File: src/rtl/blend_frame_sequencer.sv
// Frame sequencer for a pixel blend core. Each pixel is read, loaded into the
// core operand registers, blended, captured and handed downstream in turn.
module blend_frame_sequencer #(
  parameter int ADDR_W       = 16,
  parameter int FRAME_PIXELS = 64
) (
  input  logic              clk,
  input  logic              rst_n,
  input  logic              start,
  input  logic              abort,
  output logic              busy,
  output logic              done,
  output logic              rd_en,
  output logic [ADDR_W-1:0] rd_addr,
  input  logic [7:0]        rd_pix_t,
  input  logic [7:0]        rd_pix_t1,
  input  logic [7:0]        rd_mask,
  output logic [7:0]        core_pixel_t,
  output logic [7:0]        core_pixel_t1,
  output logic [7:0]        core_mask,
  input  logic [7:0]        core_pixel_out,
  output logic              out_valid,
  input  logic              out_ready,
  output logic [7:0]        out_pixel,
  output logic [ADDR_W-1:0] out_addr
);

  typedef enum logic [2:0] {IDLE, READ, LOAD, CORE, CAPT, OUT, DONE} state_t;

  localparam logic [ADDR_W-1:0] LAST_IDX = ADDR_W'(FRAME_PIXELS - 1);

  state_t            state, state_nxt;
  logic [ADDR_W-1:0] idx;
  logic              handshake;

  // NOTE: every signal written here gets a default first so no path leaves it
  // unassigned, which would otherwise infer a latch.
  always_comb begin
    state_nxt = state;
    handshake = 1'b0;
    unique case (state)
      IDLE: if (start) state_nxt = READ;
      READ: state_nxt = LOAD;
      LOAD: state_nxt = CORE;
      CORE: state_nxt = CAPT;
      CAPT: state_nxt = OUT;
      OUT: begin
        if (out_ready) begin
          handshake = 1'b1;
          state_nxt = (idx == LAST_IDX) ? DONE : READ;
        end
      end
      DONE: state_nxt = IDLE;
      default: state_nxt = IDLE;
    endcase
    // Abort outranks everything, including a handshake in the same cycle.
    if (state != IDLE && abort) begin
      state_nxt = IDLE;
      handshake = 1'b0;
    end
  end

  // NOTE: all state uses non-blocking assignments so every register samples
  // pre-edge values regardless of statement order.
  always_ff @(posedge clk) begin
    if (!rst_n) begin
      state         <= IDLE;
      idx           <= '0;
      core_pixel_t  <= '0;
      core_pixel_t1 <= '0;
      core_mask     <= '0;
      out_pixel     <= '0;
      out_addr      <= '0;
    end else begin
      state <= state_nxt;
      if (state == IDLE && start) idx <= '0;
      else if (handshake && idx != LAST_IDX) idx <= idx + ADDR_W'(1);
      if (state == LOAD) begin
        core_pixel_t  <= rd_pix_t;
        core_pixel_t1 <= rd_pix_t1;
        core_mask     <= rd_mask;
      end
      if (state == CAPT) begin
        out_pixel <= core_pixel_out;
        out_addr  <= idx;
      end
    end
  end

  assign busy      = (state != IDLE);
  assign done      = (state == DONE);
  assign rd_en     = (state == READ);
  assign rd_addr   = idx;
  assign out_valid = (state == OUT);

endmodule

File: config.mk
export PLATFORM = sky130hd
export DESIGN_NAME = blend_frame_sequencer
export DESIGN_NICKNAME = d
export VERILOG_FILES = /design/src/rtl/blend_frame_sequencer.sv
export SDC_FILE = /design/constraint.sdc
export NUM_CORES = 1
export LEC_CHECK = 0
export ABC_CLOCK_PERIOD_IN_PS = 2400
export CAP_MARGIN = 10
export CORE_MARGIN = 5
export CORE_UTILIZATION = 44
export DETAILED_ROUTE_END_ITERATION = 16
export PLACE_DENSITY = 0.8
export SYNTH_ARGS = -nofsm -noshare
export SYNTH_HDL_FRONTEND = slang
export SYNTH_SLANG_ARGS = --single-unit
File: constraint.sdc
create_clock -name clk -period 2.4 [get_ports clk]
set_input_delay 0.36 -clock clk [delete_from_list [all_inputs] [get_ports clk]]
set_output_delay 0.36 -clock clk [all_outputs]
set_load 0.02 [all_outputs]
==> After elaboration in Yosys (flattened, before gate mapping) <==
Index checks and enable logic that the tools add are counted.
{ "totals": {"ff_bits": 67, "out_inout_bits": 68, "word_cells": 34} }
{ "classes": {"n_bitwise": 1, "n_eq_ne": 10, "addsub": 1, "n_mux": 7, "n_reduce_logical": 8} }
{ "op_table": {"columns": ["cell", "n"], "rows": [
  ["case mux 3 bit (6 select lines)", 1],
  ["adder 16 x 1 -> 16 bit, second input constant", 1],
  ["== test 16 x 6 -> 1 bit, second input constant", 1],
  ["!= test 16 x 6 -> 1 bit, second input constant", 1],
  ["== test 3 bit, second input constant", 3],
  ["two-way mux 3 bit", 3],
  ["== test 3 x 2 -> 1 bit, second input constant", 2],
  ["OR reduction 2 bit", 2],
  ["== test 3 x 1 -> 1 bit, second input constant", 1],
  ["logical AND 1 bit", 3],
  ["zero test 3 bit", 1],
  ["two-way mux 1 bit", 3],
  ["nonzero test 3 bit", 1],
  ["!= test 2 x 1 -> 1 bit, second input constant", 1],
  ["!= test 2 bit, second input constant", 1],
  ["AND reduction 2 bit", 1],
  ["inverter 1 bit", 1]
]} }

==> Depth between registers and ports, before layout <==
{ "depth": {"word_depth": 4, "ltp_mapped": 7, "ltp_nobuf": 5} }

==> Least setup slack after synthesis <==
No wires, ideal clock.
{ "synth_path": {"path_type": "register to register", "startpoint": "register idx[0] (netlist: rd_addr[0])", "endpoint": "register idx[15] (netlist: rd_addr[15])", "t_arrival_ns": 1.776, "path_buffers": 1, "path_slack_ns": 0.506, "required_ns": 2.282, "stages_incl_launch_ff": 7, "cell_sequence": "dfxtp_1 -> ha_1 -> and3_1 -> and4_1 -> buf_6 -> or4b_4 -> mux2i_1"} }
{ "synth_between": {"elab_chain_cells": 2, "elab_cells_between_ends": 3, "cone_classes": "add/sub (1); eq/ne (1); reduce/logical (1)"} }
{ "synth_rtl": {"columns": ["element", "line", "text"], "rows": [
  ["from (decl)", "33", "logic [ADDR_W-1:0] idx;"],
  ["from (signal assigned)", "77", "else if (handshake && idx != LAST_IDX) idx <= idx + ADDR_W'(1);"],
  ["parallel branches: the longest is 2 deep, another holds adder 16 x 1 -> 16 bit", null, null]
]} }
Parallel ways; which one is timed is not known.
A chain may end at the register's enable or synchronous reset.

==> Final worst setup path <==
{ "layout_path": {"startpoint": "register idx[12] (netlist: rd_addr[12])", "endpoint": "register state[1]"} }
{ "layout_between": {"elab_chain_cells": 4} }
{ "layout_rtl": {"columns": ["element", "line", "text"], "rows": [
  ["== test 16 x 6 -> 1 bit", "50", "state_nxt = (idx == LAST_IDX) ? DONE : READ;"],
  ["two-way mux 3 bit", "50", null],
  ["two-way mux 3 bit", "48", "if (out_ready) begin"],
  ["case mux 3 bit (6 select lines)", "41", "unique case (state)"],
  ["to (signal assigned)", "75", "state <= state_nxt;"],
  ["to (decl)", "32", "state_t state, state_nxt;"]
]} }
Every way passes these cells. The select of a mux whose other input is x is not followed.

==> qor.txt <==
===========================================================================================
Result of the run                                                              finished clean
Inserted Clock Buffers                                                                    9
Aggregate routed wire length                                                        7.73 mm
Clk pin slew, worst setup/hold paths                                                  60 ps
H-tree depth reported by CTS                                                              3
Area of the mapped netlist                                                       2750 sq um
Total of max-cap violations                                                               0
Row cnt                                                                                  28
Initial Utilization                                                                   45.9%
Met1 track utilization from global routing                                            24.2%
Number of antenna violations at the first check in global routing                         0
Count of final setup violators                                                            0
Crit path kind                                                                   reg -> reg
Slew at the pin with the worst max-slew slack                                        789 ps
Area growth from synthesis to final layout                                            47.9%
RSZ-0062 raised after global routing                                                  false
Max Clk Rate                                                                      0.458 GHz
Library cell with the largest summed area after synthesis                           dfxtp_1
Power per standard cell area                                                    581 nW/um^2
Highest-delay cell along the critical path                                           and4_1
Antenna cells                                                                             0
Min-Delay Path Class                                                             reg -> reg
Max FO, Critical Path                                                                    19
Vias per cell                                                                          5.26
Sequential share of the synthesized area                                              48.7%
Number of buffers inserted by port buffering                                            104
Number of instances in the synthesized netlist                                          344
Insertion delay of the later-clocked pin in the worst-skew pair                      320 ps
Number of register bits inferred by synthesis                                            67
Routed length per placed instance                                                   14.7 um
Kind of end point of the critical path                                                 flop
Ranking of synthesized cells by area                                           dfxtp_1, nand2_1, a21oi_1
Clock Path Buffers                                                                        2
Post-DRT Antenna Nets                                                                     0
Area fraction of the dominant cell type after synthesis                               48.7%
Layer with the highest usage after global routing                                      met2
Global-route wire length before repair                                              12.2 mm
Arrival time of the worst setup path                                                2380 ps
Final weighted congestion in routability-driven placement                             0.878
DP HPWL                                                                             5.58 mm
Overall power                                                                       2.36 mW
Count of cell types in the netlist                                                       37
Crit-path cells                                                                nor4_1 > and4_1 > a31oi_1 > nor4b_1
Share of async-settable or async-resettable flops after synthesis                        0%
Overall die height                                                                  89.1 um
Setup crit start kind                                                                  flop
Grt met3 use                                                                          4.42%
Pin count of the biggest net entering global routing                                     38
Clock tree from TritonCTS                                                              done
Total routing usage reported by global routing                                        19.6%
Initial DRT Pass Iterations                                                               4
Static Leak                                                                         1.35 nW
Highest cell delay on the worst timing path                                          660 ps
Number of design-rule violations left by the first detailed-router iteration            106
Maximum vdd ir drop                                                                0.416 mV
Die outline area                                                                 7940 sq um
Vias                                                                                   2770
Die boundary width                                                                  89.1 um
Met2 track demand over resource in global routing                                     32.2%
Final cycle utilization of the critical path                                          90.9%
Cts-stage hold buffer count                                                               0
Endpoint required time on the critical path                                         2600 ps
Clock Skews                                                                         9.06 ps
Clock Tree Root                                                                    clkbuf_8
Number of synthesized flops with an enable pin                                            0
Final Slew Violations                                                                     0
Syn. warnings                                                                             0
Via count of the first global-routing pass                                             2607
Number of placed I/O pins                                                               105
Slew margin rel.                                                                      47.4%
Placeable core region                                                            5990 sq um
GRT Residual Overflow                                                                     0
Fraction of final layout cells sized beyond drive strength 1                          6.86%
Detailed-route DRC error count                                                            0
Post-route minimum period                                                           2180 ps
Final hold violations                                                                     0
Mean cell area of the mapped netlist                                             8.00 sq um
Post-Synthesis Net Count                                                                382
Setup TNS Final                                                                        0 ps
Clock sink total                                                                         67
Post-synth top flop                                                                 dfxtp_1
Nets                                                                                    485
===========================================================================================
through the flow:
step,setup slack [ps],cells,area [sq um],utilization [%],hold slack [ps]
after CTS,101,527,4070,67.9,455
after detailed placement,177,511,3880,64.8,447
after floorplan,506,344,2750,-,496
final,219,527,4070,67.9,452
after global placement,226,511,3880,64.8,441
after global routing,30.8,527,4070,67.9,475
where the power goes:
part | internal [mW] | switching, mW
sequential | 1.14 | 0.0185
combinational | 0.148 | 0.160
clock | 0.509 | 0.387
total | 1.80 | 0.566
registers in the layout (all words and copies together), names as in the netlist:
register       cells
core_pixel_t       8
core_mask          8
rd_addr           16
core_pixel_t1      8
out_addr          16
out_pixel          8
state              3
cells in the mapped netlist, types with 2 or more instances:
cell type,number
or4_1,11
nand2_1,104
and4_1,4
and3_1,2
or3_1,4
nor4_1,3
o21ai_0,3
nor2_1,3
buf_2,7
nor4b_1,2
o21a_1,2
dfxtp_1,67
nor3b_1,3
nor2b_1,2
nand4_1,4
nand3b_1,2
nand3_1,7
a21oi_1,64
o31ai_1,11
clkbuf_1,17
inv_1,5
buf_6,2
metal layers:
layer / share of wire (%) / vias up
met1: 43 / 1263
met3: 7.0 / 11
met4: 2.3 / 0
met2: 48 / 94
met5: 0 / -
li1: - / 1402
critical path: cells and delay by family, from the launching register on:
kind	cells	cell delay [ps]
DFF	1	380
AOI/OAI and AO/OA	1	170
and+or+nand+nor	3	1520
timing repair:
item                                    CTS  global route
setup buffers                             0             0
endpoints found under the setup margin    0             1
gates resized for setup                   0             1
path summary, 6_finish.rpt:
path	depth (start not counted)	from	to	slack [ps]
setup reg to reg	4	rd_addr[12]	state[1]	220
hold / removal	2	core_pixel_t1[6]	core_pixel_t1[6]	450
hold reg to reg	2	core_pixel_t1[6]	core_pixel_t1[6]	450
setup / recovery	4	rd_addr[12]	state[1]	220
logic make-up (layout without fill, tap and decap cells):
| logic type | count (synthesis) | in the layout | synth area share (%) |
|---|---|---|---|
| mux | 1 | 1 | 0.364 |
| simple gates | 157 | 157 | 27.6 |
| flops | 67 | 67 | 48.7 |
| compound gates | 86 | 86 | 17.5 |
| fa+ha+maj | 1 | 1 | 0.454 |
| buf+inv | 31 | 139 | 5.09 |
| xor+xnor | 1 | 1 | 0.318 |
area by class of cell:
| type | instances | area (sq um) |
|---|---|---|
| Sequential cell | 67 | 1340 |
| Tap cell | 75 | 93.8 |
| Clock inverter | 2 | 35.0 |
| Multi-Input combinational cell | 246 | 1280 |
| Timing Repair Buffer | 118 | 1150 |
| Inverter | 5 | 18.8 |
| Fill cell | 483 | 1920 |
| Clock buffer | 14 | 153 |
cell usage in the layout (no fill, tap or decap), types with 3 or more instances in the layout:
cell | Yosys | routed
a21oi_1 | 64 | 64
and4_1 | 4 | 4
buf_4 | 0 | 14
clkbuf_1 | 17 | 4
clkbuf_8 | 0 | 10
clkdlybuf4s50_1 | 0 | 104
dfxtp_1 | 67 | 66
inv_1 | 5 | 5
nand2_1 | 104 | 104
nand3_1 | 7 | 7
nand4_1 | 4 | 4
nor2_1 | 3 | 3
nor4_1 | 3 | 3
o21ai_0 | 3 | 3
o31ai_1 | 11 | 11
or3_1 | 4 | 4
or4_1 | 11 | 11
Power figures use the tool's default switching activity.
